==> src/rtl/brew_controller_pkg.sv <==
// Shared definitions for the drink-dispensing sequencer.
//   - credit and timer widths
//   - default drink prices (credit units of 100 colones)
//   - state encoding; the numeric codes are exported on the stage port
//     for the display/LED logic, so their order is fixed.
package brew_controller_pkg;

  localparam int CREDIT_W = 4;
  localparam int TIMER_W  = 32;

  localparam int DEFAULT_PRICE_ESPRESSO = 3;
  localparam int DEFAULT_PRICE_LATTE    = 5;

  typedef enum logic [2:0] {
    ST_IDLE = 3'd0,
    ST_ERR  = 3'd1,
    ST_CUP  = 3'd2,
    ST_HEAT = 3'd3,
    ST_POUR = 3'd4,
    ST_MILK = 3'd5,
    ST_DONE = 3'd6
  } state_t;

endpackage

==> src/rtl/brew_controller_stage_timer.sv <==
// Loadable down-counter used to time the brew stages and the error hold.
// Ports:
//   clk, rst_n  - clock and asynchronous active-low reset (as parent)
//   load        - load load_value this cycle (takes priority over counting)
//   load_value  - value loaded on load
//   zero        - high while the count is 0; the count saturates at 0
module brew_controller_stage_timer
  import brew_controller_pkg::*;
(
  input  logic               clk,
  input  logic               rst_n,
  input  logic               load,
  input  logic [TIMER_W-1:0] load_value,
  output logic               zero
);

  logic [TIMER_W-1:0] count_reg;

  always_ff @(posedge clk or negedge rst_n) begin
    if (!rst_n) begin
      count_reg <= '0;
    end else if (load) begin
      count_reg <= load_value;
    end else if (count_reg != '0) begin
      count_reg <= count_reg - 1'b1;
    end
  end

  assign zero = (count_reg == '0);

endmodule

==> src/rtl/brew_controller.sv <==
// Drink-dispensing sequencer. Takes the credit total from the coin counter
// and debounced select/cancel pulses, checks the price, clears the credit,
// reports change and then steps through the timed brew stages.
// Ports:
//   clk, rst_n                 - clock, asynchronous active-low reset
//   total[3:0]                 - current credit from the coin counter
//   sel_espresso, sel_latte    - one-cycle drink requests
//   cancel                     - one-cycle refund request
//   clear_credit               - one-cycle pulse, resets the coin counter
//   change[3:0]                - change/refund, held until next accept/cancel
//   change_valid               - one-cycle pulse when change is updated
//   cup, heater, pump, milk    - stage actuators, high only in own stage
//   busy                       - high in every state except IDLE and ERR
//   err                        - high while a rejected request is shown
//   stage[2:0]                 - current state code
module brew_controller
  import brew_controller_pkg::*;
#(
  parameter int unsigned PRICE_ESPRESSO = DEFAULT_PRICE_ESPRESSO,
  parameter int unsigned PRICE_LATTE    = DEFAULT_PRICE_LATTE,
  parameter int unsigned T_CUP          = 50_000_000,
  parameter int unsigned T_HEAT         = 100_000_000,
  parameter int unsigned T_POUR         = 100_000_000,
  parameter int unsigned T_MILK         = 50_000_000,
  parameter int unsigned T_ERR          = 25_000_000
) (
  input  logic                clk,
  input  logic                rst_n,
  input  logic [CREDIT_W-1:0] total,
  input  logic                sel_espresso,
  input  logic                sel_latte,
  input  logic                cancel,
  output logic                clear_credit,
  output logic [CREDIT_W-1:0] change,
  output logic                change_valid,
  output logic                cup,
  output logic                heater,
  output logic                pump,
  output logic                milk,
  output logic                busy,
  output logic                err,
  output logic [2:0]          stage
);

  localparam logic [CREDIT_W-1:0] PRICE_E = CREDIT_W'(PRICE_ESPRESSO);
  localparam logic [CREDIT_W-1:0] PRICE_L = CREDIT_W'(PRICE_LATTE);

  // The timer is loaded with T-1 on stage entry so a stage lasts exactly T cycles.
  localparam logic [TIMER_W-1:0] LOAD_CUP  = TIMER_W'(T_CUP - 1);
  localparam logic [TIMER_W-1:0] LOAD_HEAT = TIMER_W'(T_HEAT - 1);
  localparam logic [TIMER_W-1:0] LOAD_POUR = TIMER_W'(T_POUR - 1);
  localparam logic [TIMER_W-1:0] LOAD_MILK = TIMER_W'(T_MILK - 1);
  localparam logic [TIMER_W-1:0] LOAD_ERR  = TIMER_W'(T_ERR - 1);

  state_t              state_reg, state_next;
  logic [CREDIT_W-1:0] change_reg, change_next;
  logic                latte_reg, latte_next;
  // clear_credit and change_valid always fire together (accept or refund)
  logic                credit_pulse_reg, credit_pulse_next;

  logic                timer_load;
  logic [TIMER_W-1:0]  timer_value;
  logic                timer_zero;
  logic [CREDIT_W-1:0] price;

  brew_controller_stage_timer u_timer (
    .clk        (clk),
    .rst_n      (rst_n),
    .load       (timer_load),
    .load_value (timer_value),
    .zero       (timer_zero)
  );

  always_ff @(posedge clk or negedge rst_n) begin
    if (!rst_n) begin
      state_reg        <= ST_IDLE;
      change_reg       <= '0;
      latte_reg        <= 1'b0;
      credit_pulse_reg <= 1'b0;
    end else begin
      state_reg        <= state_next;
      change_reg       <= change_next;
      latte_reg        <= latte_next;
      credit_pulse_reg <= credit_pulse_next;
    end
  end

  always_comb begin
    state_next        = state_reg;
    change_next       = change_reg;
    latte_next        = latte_reg;
    credit_pulse_next = 1'b0;
    timer_load        = 1'b0;
    timer_value       = '0;
    price             = sel_latte ? PRICE_L : PRICE_E;

    unique case (state_reg)
      ST_IDLE: begin
        // cancel outranks any select arriving in the same cycle
        if (cancel) begin
          change_next       = total;
          credit_pulse_next = 1'b1;
        end else if (sel_espresso && sel_latte) begin
          state_next  = ST_ERR;
          timer_load  = 1'b1;
          timer_value = LOAD_ERR;
        end else if (sel_espresso || sel_latte) begin
          if (total >= price) begin
            state_next        = ST_CUP;
            timer_load        = 1'b1;
            timer_value       = LOAD_CUP;
            latte_next        = sel_latte;
            change_next       = total - price;
            credit_pulse_next = 1'b1;
          end else begin
            state_next  = ST_ERR;
            timer_load  = 1'b1;
            timer_value = LOAD_ERR;
          end
        end
      end
      ST_ERR: begin
        if (cancel) begin
          state_next        = ST_IDLE;
          change_next       = total;
          credit_pulse_next = 1'b1;
        end else if (timer_zero) begin
          state_next = ST_IDLE;
        end
      end
      ST_CUP: begin
        if (timer_zero) begin
          state_next  = ST_HEAT;
          timer_load  = 1'b1;
          timer_value = LOAD_HEAT;
        end
      end
      ST_HEAT: begin
        if (timer_zero) begin
          state_next  = ST_POUR;
          timer_load  = 1'b1;
          timer_value = LOAD_POUR;
        end
      end
      ST_POUR: begin
        if (timer_zero) begin
          if (latte_reg) begin
            state_next  = ST_MILK;
            timer_load  = 1'b1;
            timer_value = LOAD_MILK;
          end else begin
            state_next = ST_DONE;
          end
        end
      end
      ST_MILK: begin
        if (timer_zero) begin
          state_next = ST_DONE;
        end
      end
      ST_DONE: begin
        state_next = ST_IDLE;
      end
      default: begin
        state_next = ST_IDLE;
      end
    endcase
  end

  // Actuators decode straight from the state register so an asynchronous
  // reset drops them without waiting for a clock edge.
  assign cup          = (state_reg == ST_CUP);
  assign heater       = (state_reg == ST_HEAT);
  assign pump         = (state_reg == ST_POUR);
  assign milk         = (state_reg == ST_MILK);
  assign err          = (state_reg == ST_ERR);
  assign busy         = (state_reg != ST_IDLE) && (state_reg != ST_ERR);
  assign stage        = state_reg;
  assign change       = change_reg;
  assign clear_credit = credit_pulse_reg;
  assign change_valid = credit_pulse_reg;

endmodule
==> config.mk <==
export PLATFORM = sky130hd
export DESIGN_NAME = brew_controller
export DESIGN_NICKNAME = d
export VERILOG_FILES = /design/src/rtl/brew_controller_pkg.sv /design/src/rtl/brew_controller_stage_timer.sv /design/src/rtl/brew_controller.sv
export SDC_FILE = /design/constraint.sdc
export NUM_CORES = 1
export LEC_CHECK = 0
export ABC_AREA = 1
export CAP_MARGIN = 20
export CORE_MARGIN = 1
export CORE_UTILIZATION = 61
export DETAILED_ROUTE_END_ITERATION = 6
export PLACE_DENSITY = 0.83
export SLEW_MARGIN = 20
export SYNTH_ARGS = -nofsm -noshare
export SYNTH_HDL_FRONTEND = slang
export SYNTH_SLANG_ARGS = --single-unit
==> constraint.sdc <==
create_clock -name clk -period 3.2 [get_ports clk]
set_input_delay 0.48 -clock clk [delete_from_list [all_inputs] [get_ports clk]]
set_output_delay 0.48 -clock clk [all_outputs]
set_load 0.01 [all_outputs]
==> metrics.md <==
| Metric | Value |
|---|---|
| Crit Path Category | `in -> reg` |
| Worst EP required | `around 3400 ps` |
| Fin cells | `approximately 470` |
| WP data arrival | `~2500 ps` |
| Status | `finished, final reports clean` |
| Cell taking the most area after synthesis | `dfrtp_1` |
| Comb pwr share | `0.456` |
| Met3 usage | `0.0433` |
| Commonest non-fill, non-tap cell in the layout | `nand2_1` |
| Flop pwr share | `0.355` |
| Clock power frac | `0.189` |
| Later-pin clock latency in the skew report | `~300 ps` |
| Switching power | `between 900 and 1000 uW` |
| Critical path launch point type | `primary input` |
| Total gr overflow | `0` |
| Placement row count | `24` |
| Vias in the first global route | `about 2500` |
| Initial antenna violation count | `0` |
| P&R area growth vs syn | `12.9%` |
| DRT Pass-1 Iters | `4` |
| Internal power | `between 1000 and 1500 uW` |
| Leakage | `0.00149 uW` |
| Input/output buffers | `23` |
| Die span in x | `slightly above 70 microns` |
| Final Hold Slack | `~300 ps` |
| Tightest Hold Check Type | `in -> async` |
| CTS Buffer Depth | `2` |
| Fin. max-slew vios | `0` |
| Final #Nets | `around 430` |
| Via count | `2566` |
| CORE AREA | `roughly 0.0044 sq mm` |
| ANT cells | `0` |
| Commonest cells after routing, fill and taps aside | `94 x nand2_1, 67 x nor2_1, 47 x inv_1` |
| CTS tree | `done` |
| Count of final hold-check violations | `0` |
| Initial cell density of the core | `0.647` |
| IO Count | `24` |
| Post-Syn Instances | `between 300 and 400` |
| Reg2Reg Setup Slack | `roughly 1100 ps` |
| Final setup violation count | `0` |
| Post-DP HPWL | `about 4800 microns` |
| Cts bufs inserted | `5` |
| Final setup TNS | `0 ps` |
| Distinct cells, synth | `38` |
| Worst R2R Start | `u_timer.count_reg[0]$_DFFE_PN0P_` |
| GRT Total Usage | `0.283` |
| Synth Cell Area | `approximately 0.0029 sq mm` |
| RD Place Congestion | `between 0.9 and 1` |
| Hold_buf cts | `0` |
| CP Max Fanout | `8` |
| Peak VDD IR | `roughly 0.5 mV` |
| Initial DRC count | `around 210` |
| Pin count of the biggest net entering global routing | `42` |
| Crit Reg-Reg Endpoint | `u_timer.count_reg[17]$_DFFE_PN0P_` |
| # resized after CTS | `0` |
| Met2 Use GR | `0.453` |
| Placed instance count | `460` |
| Number of flip-flops in the largest register | `32` |
| CTS Root Cell | `clkbuf_8` |
| Fmax | `between 400 and 500 MHz` |
| Yosys warns | `0` |
| Post-route ant nets | `0` |
| Sequential area share after synthesis | `0.359` |
| Worst Max-Slew Pin Slew | `903 ps` |
| Max-Cap Viols | `0` |
| Die Area | `0.00496 sq mm` |
| Worst slew margin | `0.398` |
| Mean Syn Cell Area | `between 7 and 8 sq um` |
| Synth top area share | `0.359` |
| Final period utilization | `0.713` |
| DR DRC count | `0` |
| Vias per std cell | `5.48` |
| Global route hottest layer | `met2` |
| RSZ-0062 raised after global routing | `no` |
| WL/cell | `13.8 microns` |
| H-tree levels | `2` |
| Sw Share | `0.416` |
| Reg clk slew, reported paths | `approximately 80 ps` |
| FF-to-FF path depth | `7` |
| Met1 Resource Use GR | `0.382` |
| Layout cells sized above 1 | `0.118` |
| Setup bufs post-CTS | `0` |
| Final Skew | `about 4.5 ps` |
| Worst setup EP type | `flop` |
| Tmin final | `2280 ps` |
| Total clock sinks | `a little over 40` |
| Ranking of synthesized cells by area | `dfrtp_1 36%, nand2_1 12%, nor2_1 8.8%` |
| Height of the die | `~70 microns` |
| Routed wire length | `6460 microns` |
| Post-synthesis register bit count | `~40` |
| Global-route wire length before repair | `11100 microns` |
| Total Power | `between 2000 and 2500 uW` |
| Power Density | `~730 mW/mm^2` |
| Syn nets | `407` |
==> power groups by stage <==
stage / registers (uW) / clock network, uW / logic (uW)
6_report: 832 / 442 / 1070
3_5_place_dp: 837 / 0 / 1050
2_1_floorplan: 825 / 0 / 738
3_3_place_gp: 833 / 0 / 1030
4_1_cts: 830 / 447 / 1060
5_1_grt: 856 / 467 / 1190
==> stage by stage <==
step,worst slack (ps),util,instance area [sq um]
after floorplan,1420,-,2860
after global placement,712,0.703,3100
after detailed placement,624,0.703,3100
after CTS,931,0.730,3220
after global routing,755,0.730,3220
final,920,0.730,3220
==> worst max path at each step <==
| stage | from | endpoint | slack, ps | cells past startpoint |
|---|---|---|---|---|
| after floorplan | total[1] | change[2]$_DFFE_PN0P_ | 1420 | 10 |
| after global placement | sel_latte | change[2]$_DFFE_PN0P_ | 710 | 11 |
| after detailed placement | sel_latte | change[2]$_DFFE_PN0P_ | 620 | 11 |
| after CTS | sel_latte | change[2]$_DFFE_PN0P_ | 930 | 11 |
| after global routing | sel_latte | change[2]$_DFFE_PN0P_ | 750 | 11 |
| final | sel_latte | change[2]$_DFFE_PN0P_ | 920 | 11 |
==> cell type report <==
type | count | area (sq um)
Sequential cell | 41 | 1030
Inverter | 49 | 184
Clock buffer | 6 | 82.6
Timing Repair Buffer | 23 | 225
Clock inverter | 2 | 37.5
Tap cell | 52 | 65.1
Fill cell | 353 | 1190
Multi-Input combinational cell | 295 | 1600
==> cells by family after synthesis <==
group | share of synthesized area
flip-flops | 0.359
AND/OR/NAND/NOR | 0.367
adder cells (fa/ha/maj) | 0.0421
AO/OA/AOI/OAI | 0.0977
buffers and inverters | 0.0789
XOR/XNOR | 0.0552
==> metal layers <==
metal  vias to the layer above  wire length [microns]
li1                       1289                      -
met1                      1180                   2910
met2                        85                   3120
met3                        12                    311
met4                         0                    113
met5                         -                      0
==> worst max-delay path, cell delays in order <==
cell	delay [ps]
clkdlybuf4s50_1	580
inv_1	80
ha_1	350
nand2_1	70
nand3_1	80
nand2_1	110
o21ai_0	170
nand2_1	80
nand2_1	220
o211ai_1	130
o21a_1	120
==> synthesized netlist by cell type (all sizes together) <==
cell type	number
a21boi	1
xor2	10
dfrtp	41
o21a	1
nor4	1
xnor2	8
nor3	6
or2	1
o22ai	1
nand4	7
and2	2
inv	49
a31oi	2
o221ai	3
nand3b	2
nand3	21
o211ai	5
ha	8
a21oi	20
nand2	106
o21ai	8
fa	1
buf	4
nor2	80
o21bai	1
Note: power is estimated with default switching activity, not from simulation.
